<file path="config.mk">
export PLATFORM = sky130hd
export DESIGN_NAME = dual_issue_stage
export DESIGN_NICKNAME = d
export VERILOG_FILES = /design/src/rtl/dual_issue_stage.sv
export SDC_FILE = /design/constraint.sdc
export NUM_CORES = 1
export LEC_CHECK = 0
export CAP_MARGIN = 20
export CORE_ASPECT_RATIO = 1.5
export CORE_UTILIZATION = 45
export DETAILED_ROUTE_END_ITERATION = 10
export GPL_TIMING_DRIVEN = 0
export PLACE_DENSITY = 0.84
export REMOVE_ABC_BUFFERS = 1
export SLEW_MARGIN = 20
export SYNTH_ARGS = -nofsm -noshare
export SYNTH_HDL_FRONTEND = slang
export SYNTH_SLANG_ARGS = --single-unit
</file>
<file path="constraint.sdc">
create_clock -name clk -period 4.5 [get_ports clk]
set_input_delay 0.9 -clock clk [delete_from_list [all_inputs] [get_ports clk]]
set_output_delay 0.9 -clock clk [all_outputs]
set_load 0.01 [all_outputs]
</file>
<file path="src/rtl/dual_issue_stage.sv">
// Two-slot in-order issue register fed from a 2-in/2-out FIFO head.
// Slot 0 always holds the older entry; lane 1 only retires alongside lane 0.
module dual_issue_stage #(
  parameter int unsigned FIFO_DATA_WIDTH = 32,
  parameter int unsigned FIFO_SIZE_WIDTH = 5
) (
  input  logic                       clk,
  input  logic                       rst,
  input  logic                       flush_i,
  input  logic                       stall_i,
  input  logic [FIFO_SIZE_WIDTH:0]   fifo_num_i,
  input  logic [FIFO_DATA_WIDTH-1:0] fifo_rdata_first_i,
  input  logic [FIFO_DATA_WIDTH-1:0] fifo_rdata_second_i,
  output logic                       fifo_rd_first_en_o,
  output logic                       fifo_rd_second_en_o,
  output logic                       out_valid0_o,
  output logic                       out_valid1_o,
  output logic [FIFO_DATA_WIDTH-1:0] out_data0_o,
  output logic [FIFO_DATA_WIDTH-1:0] out_data1_o,
  input  logic                       out_ready0_i,
  input  logic                       out_ready1_i,
  output logic [31:0]                issued_cnt_o
);

  localparam logic [FIFO_SIZE_WIDTH:0] NumTwo = (FIFO_SIZE_WIDTH + 1)'(2);

  logic [1:0]                 occ_q, occ_d;
  logic [FIFO_DATA_WIDTH-1:0] data0_q, data0_d;
  logic [FIFO_DATA_WIDTH-1:0] data1_q, data1_d;
  logic [31:0]                cnt_q, cnt_d;

  logic [1:0] acc, rem, free, avail, pull;

  assign out_valid0_o = (occ_q != 2'd0);
  assign out_valid1_o = (occ_q == 2'd2);
  assign out_data0_o  = data0_q;
  assign out_data1_o  = data1_q;
  assign issued_cnt_o = cnt_q;

  always_comb begin
    acc = 2'd0;
    if (out_valid0_o && out_ready0_i) begin
      acc = (out_valid1_o && out_ready1_i) ? 2'd2 : 2'd1;
    end
    rem   = occ_q - acc;
    free  = 2'd2 - rem;
    avail = (fifo_num_i >= NumTwo) ? 2'd2 : fifo_num_i[1:0];
    pull  = 2'd0;
    if (!rst && !flush_i && !stall_i) begin
      pull = (free < avail) ? free : avail;
    end
    fifo_rd_first_en_o  = (pull != 2'd0);
    fifo_rd_second_en_o = (pull == 2'd2);
  end

  always_comb begin
    occ_d   = rem + pull;
    data0_d = data0_q;
    data1_d = data1_q;
    cnt_d   = cnt_q + 32'(acc);
    if (rem == 2'd0) begin
      if (pull != 2'd0) data0_d = fifo_rdata_first_i;
      if (pull == 2'd2) data1_d = fifo_rdata_second_i;
    end else if (rem == 2'd1) begin
      // One of two accepted: the younger entry moves up to keep slot 0 oldest.
      if (occ_q == 2'd2) data0_d = data1_q;
      if (pull != 2'd0)  data1_d = fifo_rdata_first_i;
    end
    if (flush_i) occ_d = 2'd0;
  end

  always_ff @(posedge clk) begin
    if (rst) begin
      occ_q   <= 2'd0;
      data0_q <= '0;
      data1_q <= '0;
      cnt_q   <= 32'd0;
    end else begin
      occ_q   <= occ_d;
      data0_q <= data0_d;
      data1_q <= data1_d;
      cnt_q   <= cnt_d;
    end
  end

endmodule

</file>
==> impl_metrics.tcl, run 1 <==
set metrics [dict create \
    hold_class "register to register" \
    cts_tree "yes" \
    min_from "out_data1_o[29]" \
    powerDensity_nw_per_um2 271.2 \
    start_util_pct 46.80 \
    post-route-drc-count 0 \
    synth_top_family_by_area "simple AND/OR/NAND/NOR gates" \
    synth-simple-area-share_pct 22.61 \
    postCtsHoldBufs 0 \
    postSynthCellCount 629 \
    numCtsBuffers 9 \
    antenna_found_initial 0 \
    worstReg2RegEnd "out_data0_o[18]" \
    root_buffer "clkbuf_16" \
    clkLatencyLatePin_ns 0.35 \
    wl_per_cell_um 17.60 \
    slew_headroom_pct 42.14 \
    hold_path_depth 2 \
    pwr-share-seq_pct 45.0 \
    swShare_pct 26.14 \
    synth_fa_ha_area_share_pct 2.297 \
    leakagePower_nw 2.582 \
    clockBufferDepth 2 \
    syn_to_final_growth_pct 44.08 \
    r2r_slack_ns 0.87 \
    utilization_pct 67.42 \
    critPathLaunchType "primary input" \
    period_share_pct 100.3 \
    rows 47 \
    drtAntennaViolNets 0 \
    status "complete, but fails checks" \
    synth-seq-cells 98 \
    die_area_um2 12060 \
    place_congestion 0.7680 \
    path_max_fanout 33 \
    p_switching_mw 0.5340 \
    hpwl_um 10700 \
    finalWorstSetupSlack_ns -0.01568 \
    maxCapViolations 0 \
    die_h_um 134.0 \
    cp-startpoint "out_ready1_i" \
    comb_power_share_pct 15.8 \
    crit_chain "clkdlybuf4s50_1 > nand2b_1 > a21boi_2 > ha_2 > xor2_2 > ha_4 > inv_1 > ha_1 > o2bb2ai_2 > a21oi_4 > clkbuf_16 > inv_16 > dlygate4sd2_1" \
    hold_end "out_data1_o[29]" \
    grt_pass1_wl_um 25790 \
    synth_area_um2 5229 \
    ys_types 41 \
    cts.clk_slew.worst_paths_ns 0.07 \
    synth-seq-area-share_pct 37.52 \
    h-tree-depth 3 \
    fmax_ghz 0.2215 \
    overflow 0 \
    clkPwrFrac_pct 39.2 \
    crit_slowest_cell "clkdlybuf4s50_1" \
    finClkSkew_ns 0.008289 \
    worst_slew_pin_slew_ns 0.8678 \
    synthMuxAreaShare_pct 6.892 \
    ir_drop_v 0.0002335 \
    drtIter0Drc 262 \
    setup_violations 1 \
    synth_compound_area_share_pct 17.78 \
    max_stage_delay_ns 0.41 \
    antenna_cells 0 \
    r2r_cells 11 \
    grt_pass1_vias 5313 \
    grt_max_degree 67 \
    violations "negative setup slack" \
    regToRegStartpoint "occ_q[0]" \
    p_total_mw 2.043 \
    grt_usage_pct 26.44 \
    fillers 886 \
    worst-setup-path-type "primary input to output port" \
    synth.avg_cell_area_um2 8.313 \
    drt_pass1_iterations 5 \
    cp.required_ns 3.60 \
    hold_viol 0 \
    dieWidth_um 90.02 \
    synthXorXnorAreaFrac_pct 5.528 \
    portBuffers 175 \
    fin_nets 863 \
    clock_sinks 98 \
    coreArea_um2 11170 \
    internal_power_mw 1.509 \
    yosysWarnings 0 \
    slew_violations 0 \
    ioPinCount 176 \
    min_period_ns 4.516 \
    crit_arrival_ns 3.62 \
    rsz0062_at_grt "yes" \
    worst_setup_path_end_kind "output port" \
    vias 5252 \
    viasPerCell 5.647 \
    wl_um 16370 \
    drive_above_1_share_pct 14.81 \
]
worst max path at each step:
stage	end	depth (start not counted)	slack [ns]
5_1_grt	fifo_rd_first_en_o	13	-0.12
2_1_floorplan	out_data0_o[0]	10	-1.61
4_1_cts	fifo_rd_first_en_o	14	-0.04
3_3_place_gp	out_data0_o[16]	11	-4.68
6_report	fifo_rd_first_en_o	13	-0.02
3_5_place_dp	fifo_rd_first_en_o	14	-1.36
worst max-delay path, delay by kind of cell:
| family | cells | cell delay [ns] |
|---|---|---|
| buf+inv | 5 | 1.06 |
| fa+ha+maj | 3 | 0.73 |
| compound gates | 3 | 0.56 |
| xor+xnor | 1 | 0.19 |
| simple gates | 1 | 0.16 |
power by group through the flow:
stage | clock network [mW] | registers (mW) | logic [mW]
4_1_cts | 0.815 | 0.918 | 0.320
3_5_place_dp | 0 | 0.938 | 0.315
2_1_floorplan | 0 | 0.948 | 0.111
5_1_grt | 0.845 | 0.922 | 0.343
6_report | 0.801 | 0.919 | 0.323
3_3_place_gp | 0 | 0.936 | 0.297
cells in the mapped netlist, drive strengths merged:
cell / number / share of area (%)
a21boi: 2 / 0.29
a21o: 2 / 0.43
a21oi: 1 / 0.17
a221oi: 32 / 9.1
a2bb2oi: 1 / 0.17
a31oi: 32 / 3.8
and2: 2 / 0.24
and3: 4 / 0.48
and4: 4 / 0.67
buf: 22 / 2.3
clkbuf: 29 / 2.1
dfxtp: 98 / 38
fa: 1 / 0.38
ha: 8 / 1.9
inv: 42 / 3.0
mux2: 32 / 6.9
nand2: 71 / 5.1
nand2b: 5 / 0.60
nand3: 77 / 7.4
nand4: 14 / 1.7
nor2: 68 / 4.9
nor2b: 2 / 0.24
nor3: 3 / 0.29
nor3b: 2 / 0.29
nor4: 1 / 0.12
nor4b: 1 / 0.17
o21ai: 35 / 3.4
o22ai: 1 / 0.12
o2bb2ai: 1 / 0.29
or2: 2 / 0.24
or4: 1 / 0.22
xnor2: 7 / 1.2
xor2: 26 / 4.4
state kept, by name (all words and copies together), names as in the netlist:
register and count:
occ_q 2, out_data0_o 32, issued_cnt_o 32, out_data1_o 32
logic make-up after synthesis:
logic type	after synthesis
and+or+nand+nor	257
AOI/OAI and AO/OA	107
DFF	98
buffers and inverters	93
xor gates and xnor gates	33
muxes	32
adders and majority gates	9
per-layer routing:
layer	vias up	global-route usage [%]	share of wire, %
met4	0	10.04	1.8
met2	205	48.69	52
met5	-	0	0
met1	2518	29.51	39
met3	28	5.782	7.0
li1	2501	-	-
cell usage in the layout, fill, tap and decap left out, drive strengths merged, types with 2 or more instances in the layout:
| cell | netlist | routed |
|---|---|---|
| xor2 | 26 | 26 |
| dfxtp | 98 | 98 |
| mux2 | 32 | 32 |
| o21ai | 35 | 35 |
| buf | 22 | 14 |
| and3 | 4 | 4 |
| a221oi | 32 | 32 |
| xnor2 | 7 | 7 |
| nor2b | 2 | 2 |
| a31oi | 32 | 32 |
| clkbuf | 29 | 10 |
| and4 | 4 | 4 |
| nand3 | 77 | 77 |
| inv | 42 | 46 |
| nand2b | 5 | 5 |
| nor3b | 2 | 2 |
| a21o | 2 | 2 |
| or2 | 2 | 2 |
| and2 | 2 | 2 |
| nand4 | 14 | 14 |
| nor2 | 68 | 68 |
| clkdlybuf4s50 | 0 | 172 |
| nand2 | 71 | 71 |
| a21boi | 2 | 2 |
| ha | 8 | 8 |
| nor3 | 3 | 3 |
through the flow:
step	cells	hold slack, ns	setup TNS (ns)	area, um^2	setup slack [ns]
6_report	930	0.4753	-0.01568	7533	-0.01568
4_1_cts	925	0.4792	-0.04039	7493	-0.04039
2_1_floorplan	578	0.4872	-69.41	5001	-1.614
3_3_place_gp	900	0.4594	-259.42	6937	-4.681
5_1_grt	930	0.5030	-0.1160	7533	-0.1160
3_5_place_dp	906	0.4693	-15.54	7126	-1.364
timing repair:
| item | 4_1_cts | 5_1_grt |
|---|---|---|
| resized for setup | 12 | 5 |
| buffers inserted | 3 | 5 |
| setup endpoints to repair | 16 | 6 |
| pin swaps | 2 | 4 |
cell type report:
type	count	area, um^2	area share, %
clock buffer	9	225.2	2.990
sequential	98	1962	26.04
clock inverter	7	81.33	1.080
tap	147	183.9	2.441
inverter	42	176.4	2.342
multi-input combinational	438	2962	39.31
timing repair buffer	189	1943	25.79
Note: power is estimated with default switching activity, not from simulation.
==> run 2: changes to the inputs <==
==> constraint.sdc (replaced) <==
create_clock -name clk -period 4.7 [get_ports clk]
set_input_delay 0.94 -clock clk [delete_from_list [all_inputs] [get_ports clk]]
set_output_delay 0.94 -clock clk [all_outputs]
set_load 0.01 [all_outputs]
==> run 2 against run 1 <==
- the run now ends clean
- sequential share of layout area is 0.095 points lower
- flip-flop and latch count unchanged
- worst setup slack improved by 0.10 ns
- non-clock buffer count rose by 4
- clock skew decreased by 0.0019 ns
- clock power fell by 4.2%
- die area unchanged
- critical path type unchanged
- critical endpoint unchanged
- highest routed layer unchanged
==> impl_metrics.tcl, run 2 (synthesis gave the netlist of run 1 again) <==
set metrics [dict create \
    internal_power_mw 1.446 \
    antenna_found_initial 0 \
    grt_usage_pct 26.54 \
    grt_max_degree 67 \
    root_buffer "clkbuf_16" \
    coreArea_um2 11170 \
    pwr-share-seq_pct 44.9 \
    path_max_fanout 33 \
    clock_sinks 98 \
    rows 47 \
    preCtsSetupSlack_ns -1.244 \
    cp.required_ns 3.76 \
    overflow 0 \
    fmax_ghz 0.2168 \
    comb_power_share_pct 15.9 \
    vias 5278 \
    swShare_pct 26.15 \
    crit_slowest_cell "clkdlybuf4s50_1" \
    utilization_pct 67.67 \
    fin_area_um2 7561 \
    die_area_um2 12060 \
    die_h_um 134.0 \
    hold_class "register to register" \
    critical_path_buf_inv_count 6 \
    status "complete, no violations" \
    layout_commonest_cell "clkdlybuf4s50_1" \
    maxCapViolations 0 \
    final_cell_mix "clkdlybuf4s50_1 (173), dfxtp_1 (98), nand3_1 (76), nand2_1 (71), nor2_1 (67)" \
    tns_ns 0 \
    ir_drop_v 0.0002219 \
    drtIter0Drc 249 \
    h-tree-depth 3 \
    clkPwrFrac_pct 39.2 \
    final_cells 934 \
    finClkSkew_ns 0.006399 \
    cts_tree "yes" \
    setup_violations 0 \
    fin_nets 867 \
    clockBufferDepth 2 \
    worst_setup_path_end_kind "output port" \
    portBuffers 175 \
    worst_slew_pin_slew_ns 0.8812 \
    slew_violations 0 \
    p_total_mw 1.958 \
    worst-setup-path-type "primary input to output port" \
    drt_pass1_iterations 5 \
    drive_above_1_share_pct 15.25 \
    antenna_cells 0 \
    place_congestion 0.7680 \
    numCtsBuffers 9 \
    max_stage_delay_ns 0.41 \
    clkLatencyLatePin_ns 0.34 \
    hpwl_um 10700 \
    crit_chain "clkdlybuf4s50_1 > nand2b_1 > a21boi_2 > ha_2 > xor2_2 > ha_4 > inv_1 > ha_2 > inv_2 > a21boi_2 > a21oi_4 > clkbuf_16 > inv_16 > dlygate4sd2_1" \
    busiest_layer "met2" \
    hold_viol 0 \
    cts.clk_slew.worst_paths_ns 0.07 \
    min_period_ns 4.612 \
    grt_pass1_wl_um 25920 \
    start_util_pct 46.80 \
    powerDensity_nw_per_um2 259.0 \
    post-route-drc-count 0 \
    postCtsHoldBufs 0 \
    drtAntennaViolNets 0 \
    finalWorstSetupSlack_ns 0.08806 \
    holdWs_ns 0.4746 \
    p_switching_mw 0.5121 \
    crit_arrival_ns 3.67 \
    viasPerCell 5.651 \
    period_share_pct 98.13 \
    crit_family "buffers and inverters" \
    use_met1_pct 29.58 \
    critPathLaunchType "primary input" \
    leakagePower_nw 2.584 \
    slew_headroom_pct 41.25 \
    grt_util_met3_pct 5.726 \
    wl_per_cell_um 17.55 \
    syn_to_final_growth_pct 44.60 \
    wl_um 16390 \
    grtUsageMet2_pct 48.60 \
    place_area_um2 7126 \
    post-place-cells 906 \
    ioPinCount 176 \
    dieWidth_um 90.02 \
    grt_pass1_vias 5338 \
]
[run 2: cell count changes in the layout (fill, tap and decap cells not counted)]
cell             change
dlymetal6s2s_1       -1
buf_4                +4
clkdlybuf4s50_1      +1
[run 2: routing by layer]
metal  share of wire [%]  vias up  wire length (um)
met5                   0        -                 0
met4                 1.8        0               300
met3                 6.2       27              1015
met2                  52      189              8482
met1                  40     2556              6597
li1                    -     2506                 -
[run 2: worst reg2reg max path, cell delays in order, from the launching register on]
cell,delay (ns)
dfxtp_1,0.36
inv_1,0.09
a21boi_2,0.20
ha_2,0.23
xor2_2,0.20
ha_4,0.67
inv_4,0.46
nand3_4,0.48
buf_12,0.26
mux2_2,0.38
nand2_1,0.08
a31oi_1,0.10
[run 2: repair_timing]
item	CTS	global route
gates cloned	0	0
endpoints found under the setup margin	2	2
hold endpoints to repair	0	0
buffers inserted	3	9
pin swaps	2	4
gates resized for setup	11	5
[run 2: layout make-up]
class / instances / area, um^2
Timing Repair Buffer: 193 / 1971
Fill cell: 883 / 3612
Clock inverter: 7 / 81.33
Clock buffer: 9 / 225.2
Inverter: 42 / 176.4
Sequential cell: 98 / 1962
Multi-Input combinational cell: 438 / 2962
Tap cell: 147 / 183.9
[run 2: power groups by stage]
stage               Clock, mW  Sequential, mW  Combinational, mW
CTS                     0.780           0.879              0.306
floorplan                   0           0.908              0.106
detailed placement          0           0.898              0.302
finish                  0.767           0.879              0.311
global route            0.809           0.883              0.331
global placement            0           0.896              0.284
[run 2: worst paths after layout]
check / from / slack, ns / end / depth (start not counted)
max: out_ready1_i / 0.09 / fifo_rd_first_en_o / 14
min: out_data1_o[29] / 0.47 / out_data1_o[29] / 2
min reg2reg: out_data1_o[29] / 0.47 / out_data1_o[29] / 2
max reg2reg: occ_q[0] / 1.07 / out_data0_o[18] / 11
==> run 3: changes to the inputs <==
--- a/config.mk
+++ b/config.mk
@@ -12,6 +12,7 @@
 export GPL_TIMING_DRIVEN = 0
 export PLACE_DENSITY = 0.84
 export REMOVE_ABC_BUFFERS = 1
+export SETUP_SLACK_MARGIN = 0.4
 export SLEW_MARGIN = 20
 export SYNTH_ARGS = -nofsm -noshare
 export SYNTH_HDL_FRONTEND = slang
==> run 3 against run 2 <==
- core utilization is 0.99 points higher
- sequential share of layout area is 0.37 points lower
- combinational power is 4% higher
- flip-flop and latch count stayed put
- non-clock buffer count is 1 lower
- first-iteration DRC count is 11% higher
- wire length is 4.5% higher
- global-route usage hardly changed
- clock power hardly changed
- largest cell class unchanged
- highest routed layer unchanged
==> impl_metrics.tcl, run 3 (synthesis gave the netlist of run 1 again) <==
set metrics [dict create \
    min_period_ns 4.228 \
    leakagePower_nw 2.636 \
    wl_per_cell_um 18.34 \
    vias 5348 \
    clkLatencyLatePin_ns 0.35 \
    maxCapViolations 0 \
    place_congestion 0.7680 \
    cp.required_ns 3.76 \
    final_cells 934 \
    clockBufferDepth 2 \
    critical_path_buf_inv_count 6 \
    regToRegStartpoint "occ_q[0]" \
    crit_slowest_cell "or4_4" \
    rsz0062_at_grt "no" \
    slew_violations 0 \
    fin_area_um2 7671 \
    numCtsBuffers 9 \
    drtAntennaViolNets 0 \
    coreArea_um2 11170 \
    finClkSkew_ns 0.006958 \
    rows 47 \
    crit_arrival_ns 3.29 \
    syn_to_final_growth_pct 46.71 \
    h-tree-depth 3 \
    place_area_um2 7126 \
    period_share_pct 89.96 \
    final_cell_mix "clkdlybuf4s50_1 (171), dfxtp_1 (98), nand3_1 (76), nand2_1 (71), nor2_1 (67)" \
    wl_um 17130 \
    root_buffer "clkbuf_16" \
    antenna_found_initial 0 \
    max_stage_delay_ns 0.58 \
    grt_pass1_wl_um 25830 \
    hold_viol 0 \
    ir_drop_v 0.0002369 \
    die_area_um2 12060 \
    path_max_fanout 9 \
    min_from "out_data1_o[29]" \
    critPathLaunchType "primary input" \
    post-route-drc-count 0 \
    drtIter0Drc 276 \
    r2r_slack_ns 1.24 \
    ioPinCount 176 \
    hold_end "out_data1_o[29]" \
    grt_max_degree 67 \
    fmax_ghz 0.2365 \
    hold_path_depth 2 \
    tns_ns 0 \
    layout_commonest_cell "clkdlybuf4s50_1" \
    post-place-cells 906 \
    setup_violations 0 \
    r2r_cells 11 \
    worst_slew_pin_slew_ns 0.8752 \
    hpwl_um 10700 \
    grt_pass1_vias 5318 \
    start_util_pct 46.80 \
    worstReg2RegEnd "out_data0_o[18]" \
    powerDensity_nw_per_um2 257.0 \
    worst-setup-path-type "primary input to output port" \
    overflow 0 \
    fin_nets 867 \
    worst_setup_path_end_kind "output port" \
    drt_pass1_iterations 5 \
    dieWidth_um 90.02 \
    grt_usage_pct 26.51 \
    die_h_um 134.0 \
    cts.clk_slew.worst_paths_ns 0.07 \
    hold_class "register to register" \
    cts_tree "yes" \
    p_total_mw 1.971 \
    viasPerCell 5.726 \
    crit_family "buffers and inverters" \
    clock_sinks 98 \
    slew_headroom_pct 41.65 \
    portBuffers 175 \
    status "complete, no violations" \
    antenna_cells 0 \
    drive_above_1_share_pct 15.76 \
    crit_chain "clkdlybuf4s50_1 > or4_4 > or2_4 > inv_1 > ha_4 > inv_4 > o2bb2ai_4 > a21oi_4 > clkbuf_16 > clkinv_16 > buf_2" \
    holdWs_ns 0.4768 \
]
-- run 3: metrics by stage --
| stage | worst slack (ns) | util (%) |
|---|---|---|
| floorplan | -1.454 | - |
| global placement | -4.521 | 62.08 |
| detailed placement | -1.244 | 63.77 |
| CTS | 0.1398 | 67.12 |
| global route | 0.4125 | 68.66 |
| finish | 0.4720 | 68.66 |
-- run 3: cell type report --
class                      count  area (um^2)
clock buffer                   9        225.2
multi-input combinational    438         3043
timing repair buffer         192         1973
fill                         858         3502
clock inverter                 7        81.33
tap                          147        183.9
inverter                      42        191.4
sequential                    98         1962
timing repair inverter         1        11.26
-- run 3: per-layer routing --
layer | global-route usage [%] | share of wire [%] | wire, um | vias up
met5 | 0 | 0 | 0 | -
met4 | 10.04 | 2.2 | 379 | 0
met1 | 29.58 | 39 | 6672 | 2579
li1 | - | - | - | 2510
met3 | 5.782 | 6.7 | 1141 | 34
met2 | 48.85 | 52 | 8941 | 225
-- run 3: worst register-to-register path, cell delays in order, from the launching register on --
cell and delay [ns]:
dfxtp_1 0.37, inv_1 0.12, a21boi_4 0.21, ha_4 0.19, xor2_4 0.17, buf_4 0.15
ha_2 0.74, nand3_4 0.55, buf_12 0.36, mux2_2 0.31, nand2_1 0.08, a31oi_1 0.09
-- run 3: repair_timing --
action | in CTS | in global routing
resized for setup | 13 | 22
setup buffers | 4 | 7
pin swaps | 2 | 5
hold endpoints to repair | 0 | 0
endpoints found under the setup margin | 51 | 17
gates cloned | 0 | 1
hold buffers | 0 | 0
-- run 3: how the worst max path moves through the flow --
stage          slack, ns                 end  cells after the start     startpoint
2_1_floorplan      -1.45      out_data0_o[0]                     10   out_ready1_i
3_3_place_gp       -4.52     out_data0_o[16]                     11   out_ready1_i
3_5_place_dp       -1.24  fifo_rd_first_en_o                     14   out_ready1_i
4_1_cts             0.14  fifo_rd_first_en_o                     14   out_ready1_i
5_1_grt             0.41  fifo_rd_first_en_o                     12   out_ready0_i
6_report            0.47  fifo_rd_first_en_o                     11  fifo_num_i[5]
-- run 3: power breakdown --
group | internal, mW | switching (mW)
Sequential | 0.858 | 0.0216
Combinational | 0.171 | 0.151
Clock | 0.422 | 0.348
Total | 1.45 | 0.521
